<file path="src/rtl/cpu_types_pkg.sv">
// Shared CPU types: word type, next-PC select encoding, fetch FSM states.
package cpu_types_pkg;

  typedef logic [31:0] word_t;

  // Next-PC select as produced by the decoder; codes 1, 6 and 7 fall back to SEQ.
  typedef enum logic [2:0] {
    SEQ  = 3'd0,
    JR   = 3'd2,
    JUMP = 3'd3,
    BNE  = 3'd4,
    BEQ  = 3'd5
  } pcsrc_t;

  typedef enum logic [1:0] {
    FETCH,
    HOLD,
    HALTED
  } fetch_state_t;

  localparam word_t PC_STEP = 32'd4;

  // Instruction addresses are always word-aligned; low bits are simply dropped.
  function automatic word_t align_word(input word_t a);
    return {a[31:2], 2'b00};
  endfunction

endpackage

</file>
<file path="src/rtl/next_pc_calc.sv">
// Combinational next-PC selection for the fetch unit.
module next_pc_calc
  import cpu_types_pkg::*;
(
  input  word_t       pc_plus4,
  input  logic [2:0]  pcsrc,
  input  logic        zero,
  input  word_t       branch_addr,
  input  logic [25:0] jaddr,
  input  word_t       rsdata,
  output word_t       next_pc
);

  word_t branch_tgt;
  word_t sel;

  assign branch_tgt = pc_plus4 + branch_addr;

  // Pick the raw target; unknown select codes behave as sequential.
  always_comb begin
    sel = pc_plus4;
    case (pcsrc_t'(pcsrc))
      SEQ:     sel = pc_plus4;
      JR:      sel = rsdata;
      JUMP:    sel = {pc_plus4[31:28], jaddr, 2'b00};
      BNE:     sel = zero ? pc_plus4 : branch_tgt;
      BEQ:     sel = zero ? branch_tgt : pc_plus4;
      default: sel = pc_plus4;
    endcase
  end

  // A misaligned JR target is truncated rather than trapped.
  assign next_pc = align_word(sel);

endmodule

</file>
<file path="src/rtl/instr_fetch_unit.sv">
// Instruction fetch unit: owns the PC, issues one read at a time, holds the
// fetched word until the decoder accepts it, and stops for good on HALT.
module instr_fetch_unit
  import cpu_types_pkg::*;
#(
  parameter word_t PC_INIT = 32'h0000_0000
) (
  input  logic        CLK,
  input  logic        RST,
  output logic        iREN,
  output word_t       iaddr,
  input  logic        iwait,
  input  word_t       iload,
  output word_t       imemload,
  output logic        ivalid,
  input  logic        dready,
  input  logic [2:0]  PCsrc,
  input  logic        halt,
  input  logic        zero,
  input  word_t       BranchAddr,
  input  logic [25:0] jaddr,
  input  word_t       rsdata,
  output word_t       pc,
  output word_t       pc_plus4,
  output logic        halted
);

  fetch_state_t state, state_nx;
  word_t        next_pc;
  logic         fetch_done;
  logic         accept;

  next_pc_calc u_next_pc (
    .pc_plus4    (pc_plus4),
    .pcsrc       (PCsrc),
    .zero        (zero),
    .branch_addr (BranchAddr),
    .jaddr       (jaddr),
    .rsdata      (rsdata),
    .next_pc     (next_pc)
  );

  assign pc_plus4 = pc + PC_STEP;
  assign iaddr    = pc;
  assign iREN     = (state == FETCH) && !RST;
  assign ivalid   = (state == HOLD) && !RST;
  assign halted   = (state == HALTED);

  // State register; reset wins over every in-flight event.
  always_ff @(posedge CLK) begin
    if (RST) state <= FETCH;
    else     state <= state_nx;
  end

  // Next-state logic: fetch completes on !iwait, HOLD leaves on decoder accept.
  always_comb begin
    state_nx   = state;
    fetch_done = 1'b0;
    accept     = 1'b0;
    case (state)
      FETCH: begin
        if (!iwait) begin
          fetch_done = 1'b1;
          state_nx   = HOLD;
        end
      end
      HOLD: begin
        if (dready) begin
          accept   = 1'b1;
          state_nx = halt ? HALTED : FETCH;
        end
      end
      HALTED:  state_nx = HALTED;
      default: state_nx = FETCH;
    endcase
  end

  // Datapath: latch the fetched word, advance PC on a non-HALT accept.
  always_ff @(posedge CLK) begin
    if (RST) begin
      pc       <= PC_INIT;
      imemload <= '0;
    end else begin
      if (fetch_done)        imemload <= iload;
      if (accept && !halt)   pc       <= next_pc;
    end
  end

endmodule
</file>
<file path="config.mk">
export PLATFORM = sky130hd
export DESIGN_NAME = instr_fetch_unit
export DESIGN_NICKNAME = d
export VERILOG_FILES = /design/src/rtl/cpu_types_pkg.sv /design/src/rtl/next_pc_calc.sv /design/src/rtl/instr_fetch_unit.sv
export SDC_FILE = /design/constraint.sdc
export NUM_CORES = 1
export LEC_CHECK = 0
export ABC_AREA = 0
export CORE_MARGIN = 2
export CORE_UTILIZATION = 42
export DETAILED_ROUTE_END_ITERATION = 10
export PLACE_DENSITY = 0.92
export REMOVE_ABC_BUFFERS = 1
export SLEW_MARGIN = 30
export SYNTH_ARGS = -nofsm -noshare
export SYNTH_HDL_FRONTEND = slang
export SYNTH_HIERARCHICAL = 1
export SYNTH_SLANG_ARGS = --single-unit
</file>
<file path="constraint.sdc">
create_clock -name CLK -period 4.04 [get_ports CLK]
set_input_delay 1.212 -clock CLK [delete_from_list [all_inputs] [get_ports CLK]]
set_output_delay 1.212 -clock CLK [all_outputs]
set_load 0.05 [all_outputs]
</file>
==> impl_results.md <==
* CP bufs+invs at 1
* Design area at 8570 µm²
* Post-Layout Cell Count at 1159
* Port buffer count at 259
* Initial antenna violation count at 1
* Routed wire length at 19700 µm
* Startpoint types: flop
* WP data required at 2.83 ns
* H-tree depth at 3
* Skew final at 0.00670 ns
* Crit path time final at 3.86 ns
* Placed instance area at slightly above 8000 µm²
* Final Wtd Congestion at 0.927
* Critical path type: reg2out
* RSZ-0062 raised after global routing: yes
* Drt wl/cell at 17.0 µm
* Clock sink count at 66
* Final hold violation count at 0
* Crit path DAT at approximately 2.7 ns
* Iteration count of the initial detailed-routing pass at 5
* Via count at ~6.4k
* Yosys reg bits at 66
* Clock slew at reported path FFs at around 0.060 ns
* DRC errors left at 0
* Mean post-synth cell area at about 7.3 µm²
* Starting Density at 0.433
* Die Y at 119 µm
* Power Density at 245 nW/µm²
* Main synth FF type: dfxtp_1
* Hpwl dp at 15200 µm
* IO Count at around 260
* Distinct cells, synth at 69
* Dpl cells at 1140
* Worst-Margin Slew at 0.806 ns
* Post-synth EDFFs at 0
* Starting DRT DRC Count at 611
* CP max FO at 6
* Number of routed nets with antenna violations at 0
* Die width at 119 µm
* Setup TNS at 0 ns
* Via density at 5.51
* First-pass GRT wire length at 31300 µm
* Period Utilization, post-route at 0.956
* F_max at 0.259 GHz
* Setup violations, final at 0
* Num CTS Buffers at 9
* Total gr overflow at 0
* Slew headroom at 0.463
* Final WS setup at 0.177 ns
* Netlist Area Pre-Place at 5510 µm²
* Status: complete, no violations
* Largest net degree at the start of global routing at 54
* Global Route Usage Sum at 0.276
* Endpoint class of the critical path: primary output
* Fin util at 0.673
* Area Growth Syn to Fin at 55.5%
* CTS Root Cell: clkbuf_16
* CORE AREA at between 10000 and 15000 µm²
* Delay-heaviest family, CP: buffers and inverters
* CTS tree: done
* Later-pin clock latency in the skew report at 0.34 ns
* Clock Tree Buf Depth at 2
* Site Rows at 41
* Max-slew violations at 0
* Maxcap violations at 0
* Die ar. at 14100 µm²
* Post-Place Setup Slack at 0.121 ns
* Nets@finish at ~1.1k
* Ys async rst share at 0
* Pleak at 0.00335 µW
* Synth warn at 6
* Maximum vdd ir drop at 261 µV
* Slowest cell on the critical path: clkdlybuf4s50_1
* Post-Syn Instances at 752
* CP cell instances: nand4_4, or2_2, nor2_1, xnor2_1, clkdlybuf4s50_1
* Share of layout cells above drive strength 1 at 0.0984
* Worst Hold Class: reg2reg
* Crit-path max cell delay at 0.87 ns
* # hold bufs at CTS at 0
* Vias in the first global route at between 6k and 7k
* Seq/Total Area, Yosys at 0.240
[flip-flops by register name (all words and copies together), names as in the netlist]
name and count:
iaddr 32, imemload 32, state 2
[area by class of cell]
type,count,area (µm²)
antenna,1,2.50
clock buffer,9,225
clock inverter,7,53.8
fill,1014,4160
inverter,16,60.1
multi-input combinational,595,3730
sequential,66,1320
tap,172,215
timing repair buffer,293,2960
[synth_stat cells (all sizes together), types with 2 or more instances]
library cell	count	share of area
clkbuf	31	0.021
nor2	34	0.025
a21oi	92	0.085
inv	16	0.011
nor4	4	0.010
or3	4	0.0045
o22ai	4	0.0045
nor3	9	0.0091
o211ai	3	0.0050
nand2	178	0.12
a211oi	6	0.0091
xnor2	43	0.068
nor2b	5	0.0061
mux2i	28	0.051
and3	5	0.0057
a21o	6	0.0082
a22oi	5	0.0068
and2	5	0.0057
or2	3	0.0034
dfxtp	66	0.24
o21ai	28	0.026
nand3b	2	0.0027
o221ai	12	0.019
a221oi	3	0.0091
and4	5	0.0079
o21bai	5	0.0089
nand4	14	0.020
nand4b	2	0.0032
a21boi	5	0.0068
nand2b	2	0.0023
o2111ai	2	0.0032
nand3	19	0.017
a31oi	6	0.0079
buf	45	0.057
xor2	9	0.014
nor3b	3	0.0041
ha	31	0.070
[through the flow]
stage	total power (µW)	hold slack (ns)
final	2100	0.453
after global routing	2180	0.472
after CTS	2110	0.453
after detailed placement	1350	0.446
after global placement	1340	0.441
after floorplan	1050	0.527
[routing by layer]
| metal | part of all wire | vias to the layer above | track usage |
|---|---|---|---|
| met3 | 0.10 | 43 | 0.104 |
| li1 | - | 3068 | - |
| met2 | 0.50 | 327 | 0.495 |
| met1 | 0.37 | 2950 | 0.288 |
| met5 | 0 | - | 0 |
| met4 | 0.024 | 0 | 0.115 |
[placed cells by master, fill, tap and decap left out, types with 14 or more instances in the layout]
cell,count
ha_1,31
buf_12,14
xnor2_1,42
nand2_1,178
o21ai_1,18
buf_4,41
nor2_1,33
dfxtp_1,66
a21oi_1,90
mux2i_1,28
inv_1,16
nand3_1,19
clkdlybuf4s50_1,235
[worst paths after layout]
path	start	cells after the start	slack, ns	endpoint
setup / recovery	iaddr[6]$_SDFFE_PP0P_	5	0.18	pc_plus4[13]
hold / removal	imemload[29]$_SDFFE_PP0P_	2	0.45	imemload[29]$_SDFFE_PP0P_
setup reg to reg	iaddr[6]$_SDFFE_PP0P_	16	0.29	iaddr[31]$_SDFFE_PP0P_
hold reg to reg	imemload[29]$_SDFFE_PP0P_	2	0.45	imemload[29]$_SDFFE_PP0P_
[worst reg2reg max path, stage by stage (launching register included)]
cell and delay [ns]:
dfxtp_1 0.49, nand4_4 0.21, nor4_4 0.30, buf_4 0.19, nand2_1 0.07, xnor2_1 0.34
ha_1 0.35, a21oi_1 0.25, o21bai_4 0.09, a221oi_4 0.30, nor2b_2 0.10, nor2_4 0.13
o211ai_2 0.13, or4_1 0.48, nand3_1 0.08, nand2_1 0.05, a21oi_1 0.12
[power breakdown]
part           internal [µW]  total (µW)  switching (µW)
clock                    421         757             336
combinational            284         645             361
sequential               678         700            21.2
[timing repair]
action	in CTS	in global routing
setup buffers	0	2
resized for setup	0	3
endpoints found under the setup margin	0	11
[kinds of logic after synthesis]
kind of cell	after synthesis	synth area share
mux	29	0.0529
simple gates	296	0.250
compound gates	185	0.214
flops	66	0.240
fa+ha+maj	31	0.0704
buf+inv	92	0.0888
other cells	1	0.000681
xor+xnor	52	0.0827
Note: power is estimated with default switching activity, not from simulation.
